===== src/rtl/mips_boot_ctrl.sv =====
// Boot/run sequencer for SingleCycleClockMIPS: packs a big-endian byte stream into
// instruction words, writes them through the CPU load port, then runs the CPU until halt PC or budget.
module mips_boot_ctrl #(
  parameter int unsigned PROG_WORDS = 16,
  parameter int unsigned RUN_CYCLES = 160,
  parameter logic [31:0] HALT_PC    = 32'h0000_FFFC,
  parameter int unsigned CNT_W      = 16
) (
  input  logic             CLK,
  input  logic             RST_N,
  input  logic             START,
  input  logic             IN_VALID,
  input  logic [7:0]       IN_DATA,
  output logic             IN_READY,
  output logic [31:0]      W_Ins,
  output logic             WE,
  output logic             CPU_RST,
  input  logic [31:0]      PC,
  output logic             DONE,
  output logic             TIMEOUT,
  output logic [CNT_W-1:0] WORD_CNT
);

  typedef enum logic [1:0] {
    S_IDLE = 2'd0,
    S_LOAD = 2'd1,
    S_RUN  = 2'd2,
    S_HALT = 2'd3
  } state_t;

  state_t             state_r;
  logic [1:0]         byte_idx_r;
  logic [23:0]        byte_buf_r;
  logic [CNT_W-1:0]   run_cnt_r;
  logic [CNT_W-1:0]   word_cnt_r;
  logic               in_ready_r;
  logic [31:0]        w_ins_r;
  logic               we_r;
  logic               cpu_rst_r;
  logic               done_r;
  logic               timeout_r;

  logic               byte_take_s;
  logic               halt_hit_s;
  logic               budget_hit_s;
  logic               last_word_s;
  logic [CNT_W-1:0]   run_cnt_nxt_s;
  logic [CNT_W-1:0]   word_cnt_nxt_s;

  // Handshake, halt detection and counter-limit decodes
  always_comb begin
    byte_take_s    = 1'b0;
    halt_hit_s     = 1'b0;
    budget_hit_s   = 1'b0;
    last_word_s    = 1'b0;
    run_cnt_nxt_s  = run_cnt_r + CNT_W'(1);
    word_cnt_nxt_s = word_cnt_r + CNT_W'(1);
    if (state_r == S_LOAD) begin
      byte_take_s = IN_VALID & in_ready_r;
    end else begin
      byte_take_s = 1'b0;
    end
    if (PC == HALT_PC) begin
      halt_hit_s = 1'b1;
    end else begin
      halt_hit_s = 1'b0;
    end
    if (run_cnt_nxt_s == CNT_W'(RUN_CYCLES)) begin
      budget_hit_s = 1'b1;
    end else begin
      budget_hit_s = 1'b0;
    end
    // word_cnt_r is already incremented while WE is high, so this is valid in the WE cycle
    if (word_cnt_r == CNT_W'(PROG_WORDS)) begin
      last_word_s = 1'b1;
    end else begin
      last_word_s = 1'b0;
    end
  end

  // Sequencer FSM with all outputs registered
  always_ff @(posedge CLK or negedge RST_N) begin
    if (!RST_N) begin
      state_r    <= S_IDLE;
      byte_idx_r <= 2'd0;
      byte_buf_r <= 24'd0;
      run_cnt_r  <= '0;
      word_cnt_r <= '0;
      in_ready_r <= 1'b0;
      w_ins_r    <= 32'd0;
      we_r       <= 1'b0;
      cpu_rst_r  <= 1'b1;
      done_r     <= 1'b0;
      timeout_r  <= 1'b0;
    end else begin
      case (state_r)
        S_IDLE, S_HALT: begin
          we_r       <= 1'b0;
          cpu_rst_r  <= 1'b1;
          if (START) begin
            state_r    <= S_LOAD;
            byte_idx_r <= 2'd0;
            run_cnt_r  <= '0;
            word_cnt_r <= '0;
            done_r     <= 1'b0;
            timeout_r  <= 1'b0;
            in_ready_r <= 1'b1;
          end else begin
            in_ready_r <= 1'b0;
          end
        end
        S_LOAD: begin
          cpu_rst_r <= 1'b1;
          if (we_r) begin
            we_r <= 1'b0;
            if (last_word_s) begin
              state_r    <= S_RUN;
              cpu_rst_r  <= 1'b0;
              in_ready_r <= 1'b0;
            end else begin
              in_ready_r <= 1'b1;
            end
          end else if (byte_take_s) begin
            byte_idx_r <= byte_idx_r + 2'd1;
            byte_buf_r <= {byte_buf_r[15:0], IN_DATA};
            if (byte_idx_r == 2'd3) begin
              w_ins_r    <= {byte_buf_r, IN_DATA};
              we_r       <= 1'b1;
              in_ready_r <= 1'b0;
              word_cnt_r <= word_cnt_nxt_s;
            end else begin
              in_ready_r <= 1'b1;
            end
          end else begin
            in_ready_r <= 1'b1;
          end
        end
        S_RUN: begin
          run_cnt_r  <= run_cnt_nxt_s;
          in_ready_r <= 1'b0;
          we_r       <= 1'b0;
          // A halt PC on the last budget cycle is a clean halt, not a timeout
          if (halt_hit_s) begin
            state_r   <= S_HALT;
            cpu_rst_r <= 1'b1;
            done_r    <= 1'b1;
            timeout_r <= 1'b0;
          end else if (budget_hit_s) begin
            state_r   <= S_HALT;
            cpu_rst_r <= 1'b1;
            done_r    <= 1'b1;
            timeout_r <= 1'b1;
          end else begin
            cpu_rst_r <= 1'b0;
          end
        end
        default: begin
          state_r    <= S_IDLE;
          in_ready_r <= 1'b0;
          we_r       <= 1'b0;
          cpu_rst_r  <= 1'b1;
        end
      endcase
    end
  end

  assign IN_READY = in_ready_r;
  assign W_Ins    = w_ins_r;
  assign WE       = we_r;
  assign CPU_RST  = cpu_rst_r;
  assign DONE     = done_r;
  assign TIMEOUT  = timeout_r;
  assign WORD_CNT = word_cnt_r;

endmodule


===== config.mk =====
export PLATFORM = sky130hd
export DESIGN_NAME = mips_boot_ctrl
export DESIGN_NICKNAME = d
export VERILOG_FILES = /design/src/rtl/mips_boot_ctrl.sv
export SDC_FILE = /design/constraint.sdc
export NUM_CORES = 1
export LEC_CHECK = 0
export BUFFER_PORTS_ARGS = -buffer_cell sky130_fd_sc_hd__buf_2
export CAP_MARGIN = 25
export CORE_MARGIN = 8
export CORE_UTILIZATION = 48
export CTS_BUF_LIST = sky130_fd_sc_hd__clkbuf_8 sky130_fd_sc_hd__clkbuf_16
export CTS_CLUSTER_DIAMETER = 60
export DETAILED_ROUTE_END_ITERATION = 8
export GPL_TIMING_DRIVEN = 0
export PLACE_DENSITY_LB_ADDON = 0.08
export RECOVER_POWER = 25
export SKIP_LAST_GASP = 1
export SLEW_MARGIN = 20
export SYNTH_ARGS = -nofsm -noshare
export SYNTH_HDL_FRONTEND = slang
export SYNTH_SLANG_ARGS = --single-unit
export TNS_END_PERCENT = 1

===== constraint.sdc =====
create_clock -name CLK -period 2.75 [get_ports CLK]
set_input_delay 0.825 -clock CLK [delete_from_list [all_inputs] [get_ports CLK]]
set_output_delay 0.825 -clock CLK [all_outputs]
set_load 0.05 [all_outputs]

Word-level counts from Yosys, hierarchy flattened
Index checks and enable logic that the tools add are counted.

Bitwise logic cells: 2. Reductions and logical operators: 12. Add/sub/neg operators: 3. Muxes and demuxes: 40. Equality and inequality tests: 14.

Operators with widths (count): two-way mux 16 bit (4); case mux 16 bit (2 select lines) (2); adder 16 x 1 -> 16 bit, second input constant (2); equality test 32 x 16 -> 1 bit, second input constant (1); two-way mux 1 bit (19); equality test 16 x 5 -> 1 bit, second input constant (1); equality test 16 x 8 -> 1 bit, second input constant (1); two-way mux 2 bit (8); AND reduction 4 bit (3); != test 2 bit, second input constant (5); equality test 2 bit, second input constant (3); case mux 1 bit (2 select lines) (3); case mux 1 bit (3 select lines) (2); case mux 2 bit (3 select lines) (1); AND reduction 3 bit (2); AND reduction 5 bit (1); case mux 2 bit (2 select lines) (1); nonzero test 2 bit (2); != test 3 bit, second input constant (1); OR reduction 3 bit (1); adder 2 x 1 -> 2 bit, second input constant (1); equality test 2 x 1 -> 1 bit, second input constant (1); logical NOT 2 bit (1); != test 2 x 1 -> 1 bit, second input constant (1); 4 further kinds (4).

Word-level logic and storage cells: 82. Register bits after elaboration: 97. Output and inout port bits: 53.

Depth between registers and ports, before layout
Gate-level depths: netlist of run 1.

Word-level depth: 6. Gate-level depth with buffers: 10. Depth with buffers taken out: 8.

Worst setup path after synthesis of run 1
Ideal clock, no wire load.

Path type: input-to-reg. Start point: input port PC[15]. End point: register state_r[1]. Path slack: 251 ps. Cell stages on the path: 6. Arrival: 2367 ps. Path buffers: 0. Library setup time: 131 ps. Path through: nand4_1 or4_1 o41ai_1 a21o_1 a31oi_1 or3_1.

Cells in the longest elaborated chain, start to end: 4.

RTL lines: start, declared (RTL line 18) `input logic [31:0] PC,`; equality test 32 x 16 -> 1 bit * (RTL line 63) `if (PC == HALT_PC) begin`; two-way mux 1 bit * (RTL line 63); != test 3 bit (no source line) / two-way mux 2 bit (equally long branches); AND reduction 4 bit (no source line) / case mux 2 bit (3 select lines) (equally long branches); end signal, assigned (RTL line 84) `state_r <= S_IDLE;`; end signal, assigned (RTL line 101) `state_r <= S_LOAD;`; end signal, assigned (RTL line 117) `state_r <= S_RUN;`; end, declared (RTL line 31) `state_t state_r;`.

Mark *: on every way between the ends. The rest lies on a longest branch, timed or not. A chain may end at the register's enable or synchronous reset.

Worst setup path in the final report of run 1
Start point: register state_r[1]. End point: register word_cnt_r[8] (netlist: WORD_CNT[8]).

Cells in the longest elaborated chain, start to end: 4.

RTL lines: equality test 2 x 1 -> 1 bit, or another cell as far along (RTL line 58, 96); two-way mux 1 bit / OR reduction 2 bit (equally long branches) (RTL line 58, 96); != test 2 bit (no source line) / nonzero test 2 bit (equally long branches); AND reduction 5 bit (no source line); end signal, assigned (RTL line 130) `word_cnt_r <= word_cnt_nxt_s;`; end, declared (RTL line 35) `logic [CNT_W-1:0] word_cnt_r;`.

Several ways; a longest one is shown, not always the timed one.

==> flow_summary.ini, run 1 <==
[timing]
setup_viol = 0
fmax_mhz = 378
relSlewSlack = 0.279
fin_skew_ns = 0.0128
finalSetupTns_ns = 0
finalCritPeriodShare = 0.962
rsz0062_at_grt = yes
worst_pin_slew_ns = 1.08
min_period_ns = 2.65
drv_slew = 0
finalWorstSetupSlack_ns = 0.104
whs_ns = 0.484
finalHoldViolations = 0

[logic_synthesis]
avgSynthCellArea_sq_um = 9.94
yosys.cell_types.count = 47
ys_async_sr_fraction = 1.00
yosysTopAreaCell = dfrtp_1
yosysSeqAreaShare = 0.537
synth-edff-count = 0
ys_seq_elements = 97
ys_warn_count = 0
synth_fp_nets = 506
netlist.area_leader.share = 0.531
synthCells = 455
ys_top_cells_by_area = dfrtp_1 (53%), nand2_1 (8.7%), mux2_2 (8.2%)
synth_top_flop_cell = dfrtp_1
syn-cell-area_sq_mm = 0.00452

[min_path]
hold_path_class = reg -> reg

[routing]
via_count = 3653
viasPerCell = 5.37
wl_per_cell_microns = 15.3
dr.pass1.iters = 5
postRouteAntennaNets = 0
drtIter0Drc = 160
drcViolationCount = 0
wirelength_mm = 10.4

[cts]
postCtsHoldBufs = 0
numCtsBuffers = 9
clk_latency_ns = 0.37
clk_pin_slew_ns = 0.10
clock_sinks = 97
cts_tree = built
cts.htree.levels = 3
cts_max_path_buffers = 2
cts_root_buffer = clkbuf_8

[pwr]
pwr-share-clk = 0.240
power_frac_comb = 0.309
internal_power_mw = 2.48
power_mw = 3.96
power_leakage_nw = 2.79
peakVddDrop_uv = 306
p_seq_frac = 0.451
switchingPower_mw = 1.48
p_per_area_mw_per_mm2 = 738
switching_share = 0.374

[place]
portBuffers = 96
place_hpwl_mm = 7.60
gp_congestion = 0.821
dp_slack_ns = -0.0690
post_dp_cell_area_sq_mm = 0.00517

[critical_path]
crit_family = simple AND/OR/NAND/NOR gates
cp.buffers_inverters = 3
critical_path.slowest_cell = a221oi_1
cpMostUsedCell = and3_1
timing_worst_setup_path_type = reg -> reg
endpoint_kind = register
worstPathCellList = inv_1 > ha_1 > buf_2 > nand4b_2 > a221oi_1 > and3_1 > clkbuf_1 > and3_1 > xnor2_1 > nor2_1
path_max_fanout = 10
critical_path_required_ns = 2.99
cp-start-kind = register
critPathMaxStageDelay_ns = 0.54
arrival_ns = 2.89

[job]
maxCapViolCount = 0

[cells_and_area]
mostFrequentLayoutCells = nand2_1 (105), buf_2 (97), dfrtp_1 (96), mux2_2 (33), nor2_1 (32)
n_fill_cell = 797
syn_to_final_growth_pct = 18.6
layout_commonest_cell = nand2_1
design_area_sq_mm = 0.00536
diodes = 0
drive_gt1_frac = 0.283
finalNetCount = 616

[floorplan]
io_pins = 97
die_x_microns = 113
start_util = 0.492
die_area_sq_mm = 0.0128
rows = 35
die_h_microns = 113
core_area_sq_mm = 0.00920

[global_routing]
antenna_found_initial = 0
grt.total_usage = 0.166
grt-ovfl-total = 0
grt_max_degree = 82
grt_pass1_vias = 3551
grt_pass1_wl_mm = 17.3

[run_status]
status = completed
-- kinds of logic (layout without fill, tap and decap cells) --
| logic type | count (synthesis) | after routing | share of synthesized area |
|---|---|---|---|
| fa+ha+maj | 7 | 7 | 0.0194 |
| compound gates | 63 | 63 | 0.0844 |
| mux | 38 | 38 | 0.0932 |
| simple gates | 208 | 208 | 0.219 |
| flops | 97 | 97 | 0.537 |
| buf+inv | 32 | 146 | 0.0271 |
| xor+xnor | 10 | 10 | 0.0194 |
-- stage by stage --
stage / std cells / utilization
2_1_floorplan: 455 / -
3_3_place_gp: 662 / 0.559
3_5_place_dp: 663 / 0.563
4_1_cts: 680 / 0.586
5_1_grt: 680 / 0.583
6_report: 680 / 0.583
-- cells in the mapped netlist, drive strengths merged (3+ instances only) --
cell type / count
a31oi: 4
nand4: 17
nor3: 3
nand2: 105
xnor2: 6
or3: 6
buf: 5
nor2b: 6
o21ai: 28
nor2: 32
ha: 7
a21o: 6
and3: 5
nand3: 11
nor4: 10
a21oi: 12
o31ai: 5
mux2i: 5
inv: 13
xor2: 4
clkbuf: 13
mux2: 33
dfrtp: 96
-- path summary, 6_finish.rpt --
| check | slack, ns | to | depth (start not counted) | startpoint |
|---|---|---|---|---|
| setup / recovery | 0.10 | WORD_CNT[8]$_DFFE_PN0P_ | 10 | state_r[1]$_DFFE_PN0P_ |
| hold / removal | 0.48 | byte_buf_r[20]$_DFFE_PN0P_ | 2 | byte_buf_r[20]$_DFFE_PN0P_ |
| setup reg to reg | 0.10 | WORD_CNT[8]$_DFFE_PN0P_ | 10 | state_r[1]$_DFFE_PN0P_ |
| hold reg to reg | 0.48 | byte_buf_r[20]$_DFFE_PN0P_ | 2 | byte_buf_r[20]$_DFFE_PN0P_ |
| max in group asynchronous | 0.55 | W_Ins[21]$_DFFE_PN0P_ | 2 | RST_N |
| min in group asynchronous | 0.54 | W_Ins[25]$_DFFE_PN0P_ | 1 | RST_N |
-- state kept, by name, summed over array words and instances, names as in the netlist, 2 cells and up --
signal and cells:
byte_idx_r 2, byte_buf_r 24, WORD_CNT 16, W_Ins 32, run_cnt_r 16, state_r 2
-- worst reg2reg max path: stages, from the launching register on --
cell and delay [ns]:
dfrtp_1 0.39, inv_1 0.11, ha_1 0.15, buf_2 0.19, nand4b_2 0.29, a221oi_1 0.54, and3_1 0.22, clkbuf_1 0.25
and3_1 0.22, xnor2_1 0.11, nor2_1 0.05
-- power by group through the flow --
| stage | Sequential (mW) | Combinational, mW | Clock [mW] |
|---|---|---|---|
| after global placement | 1.81 | 1.20 | 0 |
| after CTS | 1.79 | 1.23 | 0.981 |
| final | 1.78 | 1.22 | 0.951 |
| after detailed placement | 1.82 | 1.23 | 0 |
| after floorplan | 1.90 | 0.781 | 0 |
| after global routing | 1.82 | 1.37 | 1.02 |
-- routing by layer --
metal	share of wire	vias up	track usage
li1	-	1803	-
met1	0.45	1771	0.214
met2	0.49	70	0.271
met3	0.047	9	0.0378
met4	0.011	0	0.0542
met5	0	-	0
-- what timing repair did --
action                     4_1_cts  5_1_grt
setup buffers                    2        0
pin swaps                        1        0
gates resized for setup          0        1
setup endpoints to repair        1       42
hold endpoints to repair         0        0
-- cell type report --
type / instances / area (sq um) / area share
Sequential cell: 97 / 2430 / 0.453
Multi-Input combinational cell: 326 / 1970 / 0.367
Timing Repair Buffer: 99 / 502 / 0.0935
Tap cell: 111 / 139 / 0.0259
Clock buffer: 9 / 124 / 0.0231
Clock inverter: 6 / 76.3 / 0.0142
Buffer: 18 / 71.3 / 0.0133
Inverter: 14 / 52.6 / 0.00980
Note: power is estimated with default switching activity, not from simulation.
==> inputs of run 2 (changes only) <==
--- a/config.mk
+++ b/config.mk
@@ -7,14 +7,15 @@
 export LEC_CHECK = 0
 export BUFFER_PORTS_ARGS = -buffer_cell sky130_fd_sc_hd__buf_2
 export CAP_MARGIN = 25
-export CORE_MARGIN = 8
+export CORE_MARGIN = 2
 export CORE_UTILIZATION = 48
 export CTS_BUF_LIST = sky130_fd_sc_hd__clkbuf_8 sky130_fd_sc_hd__clkbuf_16
 export CTS_CLUSTER_DIAMETER = 60
 export DETAILED_ROUTE_END_ITERATION = 8
 export GPL_TIMING_DRIVEN = 0
-export PLACE_DENSITY_LB_ADDON = 0.08
+export PLACE_DENSITY = 0.71
 export RECOVER_POWER = 25
+export SETUP_SLACK_MARGIN = 0.2
 export SKIP_LAST_GASP = 1
 export SLEW_MARGIN = 20
 export SYNTH_ARGS = -nofsm -noshare
==> flow_summary.ini, run 2 (same netlist as run 1, synthesis figures left out) <==
[floorplan]
rows = 35
die_x_microns = 101
core_area_sq_mm = 0.00920
die_area_sq_mm = 0.0102
die_h_microns = 101
io_pins = 97
start_util = 0.492

[routing]
wl_per_cell_microns = 14.6
dr.pass1.iters = 6
postRouteAntennaNets = 0
viasPerCell = 5.34
via_count = 3636
drcViolationCount = 0
drtIter0Drc = 133
wirelength_mm = 9.97

[timing]
setup_viol = 0
finalHoldViolations = 0
fmax_mhz = 386
fin_skew_ns = 0.0177
drv_slew = 28
min_period_ns = 2.59
worst_pin_slew_ns = 1.59
finalSetupTns_ns = 0
whs_ns = 0.482
finalCritPeriodShare = 0.942
rsz0062_at_grt = yes
relSlewSlack = -0.0603

[pwr]
power_leakage_nw = 2.81
p_per_area_mw_per_mm2 = 732
peakVddDrop_uv = 357

[critical_path]
r2r_cells = 7
path_max_fanout = 6
critical_path_required_ns = 3.00
timing_worst_setup_path_type = reg -> reg
endpoint_kind = register
cp-start-kind = register
arrival_ns = 2.84

[global_routing]
grt_max_degree = 71
grt_pass1_vias = 3419
grt.total_usage = 0.200
antenna_found_initial = 0
grt-ovfl-total = 0
grt_pass1_wl_mm = 16.3

[job]
maxCapViolCount = 1

[cells_and_area]
finalNetCount = 616
layout_commonest_cell = nand2_1
final_cells = 681
syn_to_final_growth_pct = 19.4
mostFrequentLayoutCells = nand2_1 (105), buf_2 (97), dfrtp_1 (96), mux2_2 (33), nor2_1 (32)
diodes = 0
largest_register_ff_count = 32
drive_gt1_frac = 0.291
fin_util = 0.587
n_fill_cell = 814

[cts]
postCtsHoldBufs = 0
numCtsBuffers = 9
clock_sinks = 97
cts.htree.levels = 3
cts_max_path_buffers = 2
cts_tree = built
clk_pin_slew_ns = 0.10
cts_root_buffer = clkbuf_8
clk_latency_ns = 0.37

[min_path]
hold_path_class = reg -> reg
holdPathStages = 2

[place]
place_hpwl_mm = 7.19
gp_congestion = 0.862
dp.cells = 663
portBuffers = 96

[run_status]
status = finished, violations left
violations = max-capacitance violations, max-slew violations
run 2: cell count changes in the layout (fill, tap and decap cells not counted), sizes merged:
cell / delta
clkinv: +2
bufinv: -1
inv: +1
clkinvlp: -1
run 2: layer usage:
metal | vias to the layer above | GRT usage | wire [microns]
met2 | 68 | 0.319 | 4970
met4 | 0 | 0.0613 | 105
met1 | 1743 | 0.285 | 4550
met5 | - | 0 | 0
li1 | 1815 | - | -
met3 | 10 | 0.0284 | 345
run 2: worst paths after layout:
check / from / endpoint / slack [ns]
worst max-delay path: run_cnt_r[0]$_DFFE_PN0P_ / state_r[1]$_DFFE_PN0P_ / 0.16
worst min-delay path: byte_idx_r[1]$_DFFE_PN0P_ / byte_idx_r[1]$_DFFE_PN0P_ / 0.48
worst max register to register: run_cnt_r[0]$_DFFE_PN0P_ / state_r[1]$_DFFE_PN0P_ / 0.16
worst min register to register: byte_idx_r[1]$_DFFE_PN0P_ / byte_idx_r[1]$_DFFE_PN0P_ / 0.48
max in group asynchronous: RST_N / CPU_RST$_DFF_PN1_ / 0.83
min in group asynchronous: RST_N / byte_buf_r[22]$_DFFE_PN0P_ / 0.83
run 2: repair_timing:
item                                    CTS  global route
setup buffers                             2             0
endpoints found under the setup margin   21            57
resized for setup                         0             6
pin swaps                                 1             0
hold endpoints to repair                  0             0
run 2: worst max-delay path, stage by stage (launching register included):
cell and delay [ns]:
dfrtp_1 0.41, ha_1 0.27, nand3_2 0.18, or4_4 0.61
a221oi_2 0.25, and4b_4 0.31, a31oi_1 0.09, or3_1 0.37
run 2: layout make-up:
class	instances	area (sq um)	area share
repair buffers	99	522	0.0966
inverters	14	52.6	0.00973
plain buffers	18	73.8	0.0137
clock buffers	9	124	0.0229
clock inverters	7	80.1	0.0148
multi-input cells	326	1980	0.367
flip-flops and latches	97	2430	0.450
well taps	111	139	0.0257
run 2: per-stage QoR:
stage | cell area [sq um] | worst slack [ns] | total power, mW
floorplan | 4520 | 0.251 | 2.68
global placement | 5140 | -0.0919 | 2.98
detailed placement | 5170 | -0.00840 | 3.04
CTS | 5390 | 0.106 | 3.97
global route | 5400 | 0.00541 | 4.23
finish | 5400 | 0.159 | 3.95
run 2: power by group:
part | leakage [nW] | switching, mW | internal [mW]
registers | 1.32 | 0.146 | 1.64
logic | 1.39 | 0.813 | 0.425
clock network | 0.0998 | 0.567 | 0.363
total | 2.81 | 1.52 | 2.43
